--- config.mk ---
export PLATFORM = sky130hd
export DESIGN_NAME = miner_job_scheduler
export DESIGN_NICKNAME = d
export VERILOG_FILES = /design/src/rtl/miner_job_scheduler.sv
export SDC_FILE = /design/constraint.sdc
export NUM_CORES = 2
export LEC_CHECK = 0
export CELL_PAD_IN_SITES_DETAIL_PLACEMENT = 1
export CELL_PAD_IN_SITES_GLOBAL_PLACEMENT = 1
export CORE_MARGIN = 4
export CORE_UTILIZATION = 40
export DETAILED_ROUTE_END_ITERATION = 6
export HOLD_SLACK_MARGIN = 0.08
export PLACE_DENSITY_LB_ADDON = 0.1
export SYNTH_ARGS = -nofsm -noshare
export SYNTH_HDL_FRONTEND = slang
export SYNTH_SLANG_ARGS = --single-unit
--- constraint.sdc ---
create_clock -name clk -period 2.4 [get_ports clk]
set_input_delay 0.36 -clock clk [delete_from_list [all_inputs] [get_ports clk]]
set_output_delay 0.36 -clock clk [all_outputs]
set_load 0.02 [all_outputs]
--- src/rtl/miner_job_scheduler.sv ---
`timescale 1ns/1ps
`default_nettype none
//==============================================================================
// Module   : miner_job_scheduler
// Brief    : Receives 20-word block-header jobs, starts the hasher array on
//            split nonce ranges and serialises results round-robin.
//            Optional early stop on first find: MINER_SCHED_EARLY_STOP_EN.
// Revision : 1.0 - initial release
//==============================================================================
module miner_job_scheduler #(
    parameter int          N_HASHERS    = 2,
    parameter logic [31:0] NONCE_STRIDE = 32'h0100_0000
) (
    input  logic                    clk,
    input  logic                    rstn,
    input  logic [31:0]             s_tdata,
    input  logic                    s_tvalid,
    input  logic                    s_tlast,
    output logic                    s_tready,
    output logic [31:0]             m_tdata,
    output logic                    m_tvalid,
    output logic                    m_tlast,
    output logic [3:0]              m_tkeep,
    input  logic                    m_tready,
    output logic [607:0]            hashHeader,
    output logic [32*N_HASHERS-1:0] hashNonceBase,
    output logic [31:0]             hashNonceCount,
    output logic [N_HASHERS-1:0]    hashStart,
    output logic [N_HASHERS-1:0]    hashStop,
    input  logic [N_HASHERS-1:0]    hashDone,
    input  logic [N_HASHERS-1:0]    hashFound,
    input  logic [32*N_HASHERS-1:0] hashNonce,
    output logic                    busy,
    output logic [15:0]             jobCount
);

    localparam int         c_IW         = (N_HASHERS > 1) ? $clog2(N_HASHERS) : 1;
    localparam logic [1:0] c_ST_RECV    = 2'd0;
    localparam logic [1:0] c_ST_DISCARD = 2'd1;
    localparam logic [1:0] c_ST_START   = 2'd2;
    localparam logic [1:0] c_ST_RUN     = 2'd3;
    localparam logic [4:0] c_LAST_WORD  = 5'd19;

    logic [1:0]            r_state;
    logic [1:0]            w_next_state;
    logic                  r_s_tready;
    logic [4:0]            r_word_cnt;
    logic [607:0]          r_hdr_buf;
    logic [607:0]          r_header;
    logic [31:0]           r_start_nonce;
    logic [31:0]           r_nonce_base [N_HASHERS];
    logic [31:0]           w_nonce_in   [N_HASHERS];
    logic [N_HASHERS-1:0]  r_mask;
    logic [N_HASHERS-1:0]  r_pending;
    logic [N_HASHERS-1:0]  r_found;
    logic [31:0]           r_nonce      [N_HASHERS];
    logic [c_IW-1:0]       r_rr;
    logic [c_IW-1:0]       r_sel;
    logic                  r_m_tvalid;
    logic                  r_m_tlast;
    logic [31:0]           r_m_tdata;
    logic [15:0]           r_job_count;

    logic                  w_s_hs;
    logic                  w_start_load;
    logic                  w_job_done;
    logic                  w_out_free;
    logic                  w_load_pick;
    logic                  w_pick_vld;
    logic [c_IW-1:0]       w_pick_idx;
    logic [c_IW-1:0]       w_rr_next;
    logic [31:0]           w_start_nonce;
    logic [N_HASHERS-1:0]  w_cap;
    logic [N_HASHERS-1:0]  w_emit;
    logic [N_HASHERS-1:0]  w_clr;

    generate
        for (genvar gi = 0; gi < N_HASHERS; gi++) begin : g_lane
            assign hashNonceBase[gi*32 +: 32] = r_nonce_base[gi];
            assign w_nonce_in[gi]             = hashNonce[gi*32 +: 32];
        end
    endgenerate

    assign s_tready       = r_s_tready;
    assign m_tdata        = r_m_tdata;
    assign m_tvalid       = r_m_tvalid;
    assign m_tlast        = r_m_tlast;
    assign m_tkeep        = 4'hF;
    assign hashHeader     = r_header;
    assign hashNonceCount = NONCE_STRIDE;
    assign hashStart      = {N_HASHERS{r_state == c_ST_START}};
    assign busy           = (r_state != c_ST_RECV);
    assign jobCount       = r_job_count;

    assign w_s_hs        = s_tvalid && r_s_tready;
    assign w_start_load  = (w_next_state == c_ST_START) && (r_state != c_ST_START);
    assign w_start_nonce = (r_state == c_ST_RECV) ? s_tdata : r_start_nonce;
    assign w_cap         = {N_HASHERS{r_state == c_ST_RUN}} & hashDone & ~r_mask;
    assign w_out_free    = !r_m_tvalid || (m_tready && r_m_tlast);
    assign w_load_pick   = w_pick_vld && w_out_free;
    assign w_rr_next     = (w_pick_idx == c_IW'(N_HASHERS - 1)) ? '0 : w_pick_idx + 1'b1;
    assign w_job_done    = (r_state == c_ST_RUN) && (&r_mask) && (r_pending == '0) && w_out_free;

`ifdef MINER_SCHED_EARLY_STOP_EN
    logic r_stop_flag;

    // Once a find is captured, remaining non-finds are only acknowledged.
    assign w_emit   = w_cap & (hashFound | {N_HASHERS{~r_stop_flag}});
    assign hashStop = {N_HASHERS{r_stop_flag}} & ~r_mask;

    always_ff @(posedge clk or negedge rstn) begin
        if (!rstn) begin
            r_stop_flag <= 1'b0;
        end else if (r_state == c_ST_START) begin
            r_stop_flag <= 1'b0;
        end else if (|(w_cap & hashFound)) begin
            r_stop_flag <= 1'b1;
        end
    end
`else
    assign w_emit   = w_cap;
    assign hashStop = '0;
`endif

    always_comb begin
        w_next_state = r_state;
        case (r_state)
            c_ST_RECV: begin
                if (w_s_hs && (r_word_cnt == c_LAST_WORD)) begin
                    w_next_state = s_tlast ? c_ST_START : c_ST_DISCARD;
                end
            end
            c_ST_DISCARD: begin
                if (w_s_hs && s_tlast) begin
                    w_next_state = c_ST_START;
                end
            end
            c_ST_START: w_next_state = c_ST_RUN;
            c_ST_RUN: begin
                if (w_job_done) begin
                    w_next_state = c_ST_RECV;
                end
            end
            default: w_next_state = c_ST_RECV;
        endcase
    end

    // Round-robin search: descending scan so the nearest index after r_rr wins.
    always_comb begin : p_arb
        int j;
        w_pick_vld = 1'b0;
        w_pick_idx = '0;
        j          = 0;
        for (int k = N_HASHERS - 1; k >= 0; k--) begin
            j = int'(r_rr) + k;
            if (j >= N_HASHERS) begin
                j = j - N_HASHERS;
            end
            if (r_pending[j]) begin
                w_pick_vld = 1'b1;
                w_pick_idx = c_IW'(j);
            end
        end
    end

    always_comb begin
        w_clr = '0;
        for (int i = 0; i < N_HASHERS; i++) begin
            w_clr[i] = w_load_pick && (w_pick_idx == c_IW'(i));
        end
    end

    always_ff @(posedge clk or negedge rstn) begin
        if (!rstn) begin
            r_state       <= c_ST_RECV;
            r_s_tready    <= 1'b0;
            r_word_cnt    <= '0;
            r_hdr_buf     <= '0;
            r_header      <= '0;
            r_start_nonce <= '0;
            r_job_count   <= '0;
        end else begin
            r_state    <= w_next_state;
            r_s_tready <= (w_next_state == c_ST_RECV) || (w_next_state == c_ST_DISCARD);
            if ((r_state == c_ST_RECV) && w_s_hs) begin
                if (r_word_cnt == c_LAST_WORD) begin
                    r_start_nonce <= s_tdata;
                    r_word_cnt    <= '0;
                end else begin
                    r_hdr_buf[{r_word_cnt, 5'd0} +: 32] <= s_tdata;
                    r_word_cnt <= s_tlast ? 5'd0 : r_word_cnt + 5'd1;
                end
            end
            // Hasher-facing header only changes at a job start.
            if (w_start_load) begin
                r_header <= r_hdr_buf;
            end
            if (w_job_done) begin
                r_job_count <= r_job_count + 16'd1;
            end
        end
    end

    always_ff @(posedge clk or negedge rstn) begin
        if (!rstn) begin
            for (int i = 0; i < N_HASHERS; i++) begin
                r_nonce_base[i] <= '0;
            end
        end else if (w_start_load) begin
            for (int i = 0; i < N_HASHERS; i++) begin
                r_nonce_base[i] <= w_start_nonce + 32'(i) * NONCE_STRIDE;
            end
        end
    end

    always_ff @(posedge clk or negedge rstn) begin
        if (!rstn) begin
            r_mask    <= '0;
            r_pending <= '0;
            r_found   <= '0;
            for (int i = 0; i < N_HASHERS; i++) begin
                r_nonce[i] <= '0;
            end
        end else begin
            if (r_state == c_ST_START) begin
                r_mask <= '0;
            end else begin
                r_mask <= r_mask | w_cap;
            end
            r_pending <= (r_pending | w_emit) & ~w_clr;
            for (int i = 0; i < N_HASHERS; i++) begin
                if (w_cap[i]) begin
                    r_found[i] <= hashFound[i];
                    r_nonce[i] <= w_nonce_in[i];
                end
            end
        end
    end

    always_ff @(posedge clk or negedge rstn) begin
        if (!rstn) begin
            r_m_tvalid <= 1'b0;
            r_m_tlast  <= 1'b0;
            r_m_tdata  <= '0;
            r_sel      <= '0;
            r_rr       <= '0;
        end else begin
            if (r_m_tvalid && m_tready && !r_m_tlast) begin
                r_m_tdata <= r_nonce[r_sel];
                r_m_tlast <= 1'b1;
            end else if (w_load_pick) begin
                r_m_tvalid <= 1'b1;
                r_m_tlast  <= 1'b0;
                r_m_tdata  <= {r_found[w_pick_idx], 15'd0, 16'(w_pick_idx)};
                r_sel      <= w_pick_idx;
                r_rr       <= w_rr_next;
            end else if (r_m_tvalid && m_tready) begin
                r_m_tvalid <= 1'b0;
                r_m_tlast  <= 1'b0;
                r_m_tdata  <= '0;
            end
        end
    end

endmodule
`default_nettype wire

After elaboration in Yosys (flattened, before gate mapping)
Index checks and enable logic that the tools add are counted.
Widths: inputs -> output; s select.
{"block": "op_classes", "addsub": 8, "order_cmp": 6, "n_eq_ne": 7, "n_shift": 2, "mux": 35, "bitwise": 11, "reduce_logical": 29}
{"op": "$bwmux 608", "count": 1}
{"op": "$shift 32x12->608 const A", "count": 1}
{"op": "$shiftx 32x12->608", "count": 1}
{"op": "$mux 32", "count": 9}
{"op": "$lt 32x3->1 const B", "count": 2}
{"op": "$add 32x25->32 const B", "count": 1}
{"op": "$mux 1", "count": 17}
{"op": "$add 16x1->16 const B", "count": 1}
{"op": "$logic_and 1x1->1", "count": 14}
{"op": "$neg 10->12", "count": 1}
{"op": "$mux 2", "count": 5}
{"op": "$mux 5", "count": 2}
{"op": "$reduce_and 2->1", "count": 5}
{"op": "$pmux 2 s4", "count": 1}
{"op": "$and 2x2->2", "count": 3}
{"op": "$eq 2x2->1 const B", "count": 3}
{"op": "$logic_not 2->1", "count": 3}
{"op": "$add 5x1->5 const B", "count": 1}
{"op": "$eq 5x5->1 const B", "count": 1}
{"op": "$eq 2x1->1 const B", "count": 2}
{"op": "$ge 2x2->1 const B", "count": 2}
{"op": "$not 2->2", "count": 2}
{"op": "$or 2x2->2", "count": 2}
{"op": "$reduce_bool 2->1", "count": 2}
{"op": "12 further kinds", "count": 16}
{"block": "totals", "reg_bits": 1442, "in_bits": 105, "out_inout_bits": 764, "wordCells": 118}

Logic depth before layout (Yosys ltp)
{"block": "depth", "depth_word": 12, "mapped_depth": 11, "mapped_depth_nobuf": 8}

Worst setup path before layout
No wires, ideal clock.
{"block": "synth_timing", "path_type": "register to register", "from": "reg r_word_cnt[0]", "to": "reg r_hdr_buf[274]", "setup_ns": 0.128, "arrival_time_ns": 2.492, "t_required_ns": 2.272, "slack_ns": -0.220, "stages_incl_launch_ff": 11, "n_path_buf": 3, "synth_period_minus_slack_ns": 2.620, "cell_sequence": "dfrtp_1 buf_2 inv_1 ha_1 buf_2 nor2b_2 nor2_1 a2111oi_0 o311ai_2 buf_2 mux2_1"}
{"block": "synth_between", "elab_chain_cells": 3, "word_cells_on_any_way": 7, "cone_classes": "1 x add/sub; 1 x eq/ne; 2 x shift; 1 x mux; 1 x bitwise; 1 x reduce/logical"}
{"element": "start: declaration", "line": "47", "text": "logic [4:0] r_word_cnt;"}
{"element": "start signal: assignment", "line": "191", "text": "r_word_cnt <= s_tlast ? 5'd0 : r_word_cnt + 5'd1;"}
{"element": "$neg 10->12 or $eq 5x5->1 (tied branches)", "line": "190, 186"}
{"element": "$shiftx 32x12->608 (tied with other cells)", "line": "190", "text": "r_hdr_buf[{r_word_cnt, 5'd0} +: 32] <= s_tdata;"}
{"element": "$bwmux 608 or $reduce_and 2->1 (tied branches)"}
{"element": "end signal: indexed assignment", "line": "190"}
{"element": "end: declaration", "line": "48", "text": "logic [607:0] r_hdr_buf;"}
Several ways; a longest one is shown, not always the timed one.
A chain may end at the register's enable or synchronous reset.

Worst setup path after layout
{"block": "layout_timing", "from": "reg r_word_cnt[3]", "to": "reg r_header[45] (netlist: hashHeader[45])"}
{"block": "layout_between", "elab_chain_cells": 6}
{"element": "$eq 5x5->1", "line": "129", "text": "if (w_s_hs && (r_word_cnt == c_LAST_WORD)) begin"}
{"element": "$logic_and 1x1->1", "line": "129"}
{"element": "$mux 2", "line": "129"}
{"element": "$pmux 2 s4", "line": "127", "text": "case (r_state)"}
{"element": "$eq 2x2->1", "line": "96", "text": "assign w_start_load = (w_next_state == c_ST_START) && (r_state != c_ST_START);"}
{"element": "$logic_and 1x1->1", "line": "96"}
{"element": "end signal: assignment", "line": "196", "text": "r_header <= r_hdr_buf;"}
{"element": "end: declaration", "line": "49", "text": "logic [607:0] r_header;"}
Every way passes these cells.

==> run_results.csv <==
group,metric,value,unit
sta,rsz0062_at_grt,"yes",
clock_network,numCtsBuffers,154,
finish,final_nets,4970,
run_status,failed_checks,"setup timing",
pwr,p_int,54.8,mW
sta,worst_slack,-0.0303,ns
sta,fmax,411,MHz
floorplan,die_area,0.145,mm^2
setup_path,crit_arrival,3.08,ns
finish,fill_cells,13200,
synthesis,synth_common_cells,"dfrtp_1 (1418), mux2_2 (1160), nand2_1 (258)",
setup_path,critPathRequiredTime,3.05,ns
floorplan,fp.dieW,381,um
route,drc_errors,0,
sta,relSlewSlack,43.5,%
place,port_buffers,830,
synthesis,synth.most_common_cell,"dfrtp_1",
setup_path,crit_top_cell,"clkbuf_16",
sta,hold_viol,0,
pwr,p_clk_share,29.1,%
route,wl_per_cell,28.5,um
sta,holdWs,0.153,ns
finish,syn_to_final_growth,33.2,%
setup_path,path_max_fanout,18,
synthesis,avgSynthCellArea,14.5,um^2
setup_path,startpoint_type,"flop",
synthesis,yosys.area.top_type,"dfrtp_1",
setup_path,cp.depth,8,
pwr,swShare,33.0,%
finish,fin_util,53.8,%
pwr,p_leak,35.0,nW
floorplan,io_pins,869,
place,dp_slack,-0.331,ns
setup_path,regToRegEndpoint,"hashHeader[45]",
setup_path,worstSetupEndpointType,"flop",
sta,post-route-period-util,101,%
synthesis,synth_area_leaders,"dfrtp_1 (64%), mux2_2 (23%), nand2_1 (1.7%), mux2i_1 (1.4%), o21ai_0 (1.3%)",
setup_path,crit_path_start,"r_word_cnt[3]",
pwr,net-switching-power,27.0,mW
clock_network,cts_tree,"built",
finish,drive_gt1_share,35.4,%
place,gp_congestion,0.809,
setup_path,r2r_slack,-0.03,ns
finish,fin_area,0.0741,mm^2
setup_path,critPathCapture,"hashHeader[45]",
setup_path,crit_path_top_delay_cell,"dfrtp_2",
pwr,total_power,81.8,mW
floorplan,initial_utilization,40.4,%
sta,maxSlewViolCount,0,
clock_network,clk_pin_slew_worst_paths,0.06,ns
route,ant_nets,0,
synthesis,synth_edf_count,0,
route,first_iter_violations,1887,
setup_path,path_delay_family,"buffers and inverters",
worst_hold_path,hold_class,"input pin to async pin",
place,dpl.hpwl,132,mm
pwr,peakVddDrop,0.630,mV
route,viasPerCell,5.24,
clock_network,clockBufferDepth,3,
setup_path,criticalPathCategory,"flop to flop",
setup_path,cp_num_buf_inv,4,
setup_path,reg2reg_depth,8,
synthesis,synth_area,0.0557,mm^2
floorplan,core-area,0.138,mm^2
global_routing,grt_max_degree,80,
global_routing,grt_usage,25.5,%
setup_path,path_cells,"buf_6 > nand4bb_4 > nor3_4 > o32a_4 > buf_12 > clkbuf_16 > clkbuf_16 > mux2_2",
synthesis,synth.distinct_cells,69,
synthesis,synthFlopType,"dfrtp_1",
run_status,status,"finished, violations left",
global_routing,grt_pass1_vias,38300,
clock_network,worstSkewPairLatency,0.77,ns
setup_path,critPathMaxStageDelay,0.45,ns
job,drv_cap,0,
sta,worst_slew_pin_slew,0.847,ns
synthesis,synthDominantCellAreaShare,63.7,%
floorplan,row_count,136,
pwr,p_per_area,1100,mW/mm^2
pwr,combPwrFrac,31.9,%
pwr,p_seq_share,39.0,%
global_routing,grt_pass1_wl,274,mm
sta,layout_min_cycle_time,2.43,ns
clock_network,cts_root_buffer,"clkbuf_16",
synthesis,ys_seq_area_share,63.7,%
synthesis,async_flop_share,100,%
synthesis,yosys_warnings,0,
place,dpl-instance-area,0.0676,mm^2
sta,fin_skew,0.0186,ns
global_routing,overflow,0,
synthesis,ys_ff_latch,1418,
route,vias,35500,
sta,setup_tns,-0.929,ns
clock_network,clock-sinks,1418,
setup_path,r2r-start,"r_word_cnt[3]",
floorplan,fp.dieH,381,um
global_routing,antenna_found_initial,25,
place,placedCellCount,6437,
synthesis,synthCells,3849,
clock_network,htreeDepth,4,
route,wirelength,193,mm
sta,setup_violations,90,
route,drt_pass1_iterations,7,
finish,final_cells,6779,
per-layer routing:
metal,up-vias,wire length (um),track usage (%)
met2,893,95300,42.9
met4,8,3970,5.98
met3,191,9960,5.81
li1,15300,-,-
met1,19100,84100,33.7
met5,-,43,0
kinds of logic after synthesis:
group,Yosys count,share of synthesized area [%]
AO/OA/AOI/OAI,254,2.76
XOR/XNOR,24,0.391
adder cells (fa/ha/maj),7,0.157
buffers and inverters,361,3.30
flip-flops,1418,63.7
multiplexers,1259,25.3
other,2,0.0135
AND/OR/NAND/NOR,524,4.34
area by class of cell:
class                           instances  area [um^2]  share of cell area, %
Sequential cell                      1418        35500                   47.9
Inverter                               52          195                  0.263
Clock inverter                         31          338                  0.456
Multi-Input combinational cell       2106        18800                   25.4
Timing Repair Buffer                 1126        12300                   16.6
Tap cell                             1794         2240                   3.03
Clock buffer                          247         4740                   6.40
Antenna cell                            5         12.5                 0.0169
how the worst min path moves through the flow:
| stage | to | slack [ns] | cells after the start |
|---|---|---|---|
| 5_1_grt | hashNonceBase[11] | 0.11 | 3 |
| 2_1_floorplan | hashHeader[0] | 0.06 | 0 |
| 6_report | hashHeader[113] | 0.15 | 2 |
| 3_5_place_dp | hashHeader[239] | 0.31 | 1 |
| 3_3_place_gp | hashHeader[239] | 0.30 | 1 |
| 4_1_cts | r_hdr_buf[551] | 0.08 | 3 |
power by group through the flow:
| stage | Combinational (mW) | Clock [mW] | Sequential [mW] |
|---|---|---|---|
| 2_1_floorplan | 9.96 | 0 | 33.6 |
| 3_3_place_gp | 23.8 | 0 | 32.1 |
| 3_5_place_dp | 24.2 | 0 | 32.2 |
| 4_1_cts | 24.6 | 24.3 | 31.9 |
| 5_1_grt | 27.7 | 25.4 | 32.3 |
| 6_report | 26.1 | 23.8 | 31.9 |
state kept, by name, indices dropped and copies added (netlist names), 2 cells and up:
name and cells:
hashNonceBase 40, r_nonce 64, r_pending 2, r_state 2, r_found 2, m_tdata 32, jobCount 16, hashHeader 608
r_mask 2, r_word_cnt 5, r_start_nonce 32, r_hdr_buf 608
layout by cell type (no fill, tap or decap), types with 48 or more instances in the layout:
cell / netlist / routed
mux2i_1: 76 / 75
nor2_1: 98 / 90
buf_12: 0 / 75
clkbuf_16: 0 / 185
buf_4: 79 / 145
o21ai_0: 147 / 147
mux2_2: 1160 / 1140
and2_1: 50 / 48
clkdlybuf4s50_1: 0 / 801
dfrtp_1: 1418 / 1414
inv_1: 52 / 51
nand2_1: 258 / 255
repair_timing:
item                       in CTS  in global routing
hold endpoints to repair      842                  0
gates cloned                    3                 38
setup buffers                   3                  7
gates resized for setup        34                 64
pin swaps                       2                  2
setup endpoints to repair     523                710
hold buffers                    8                  0
No activity file was read; power rests on OpenSTA's default activity.
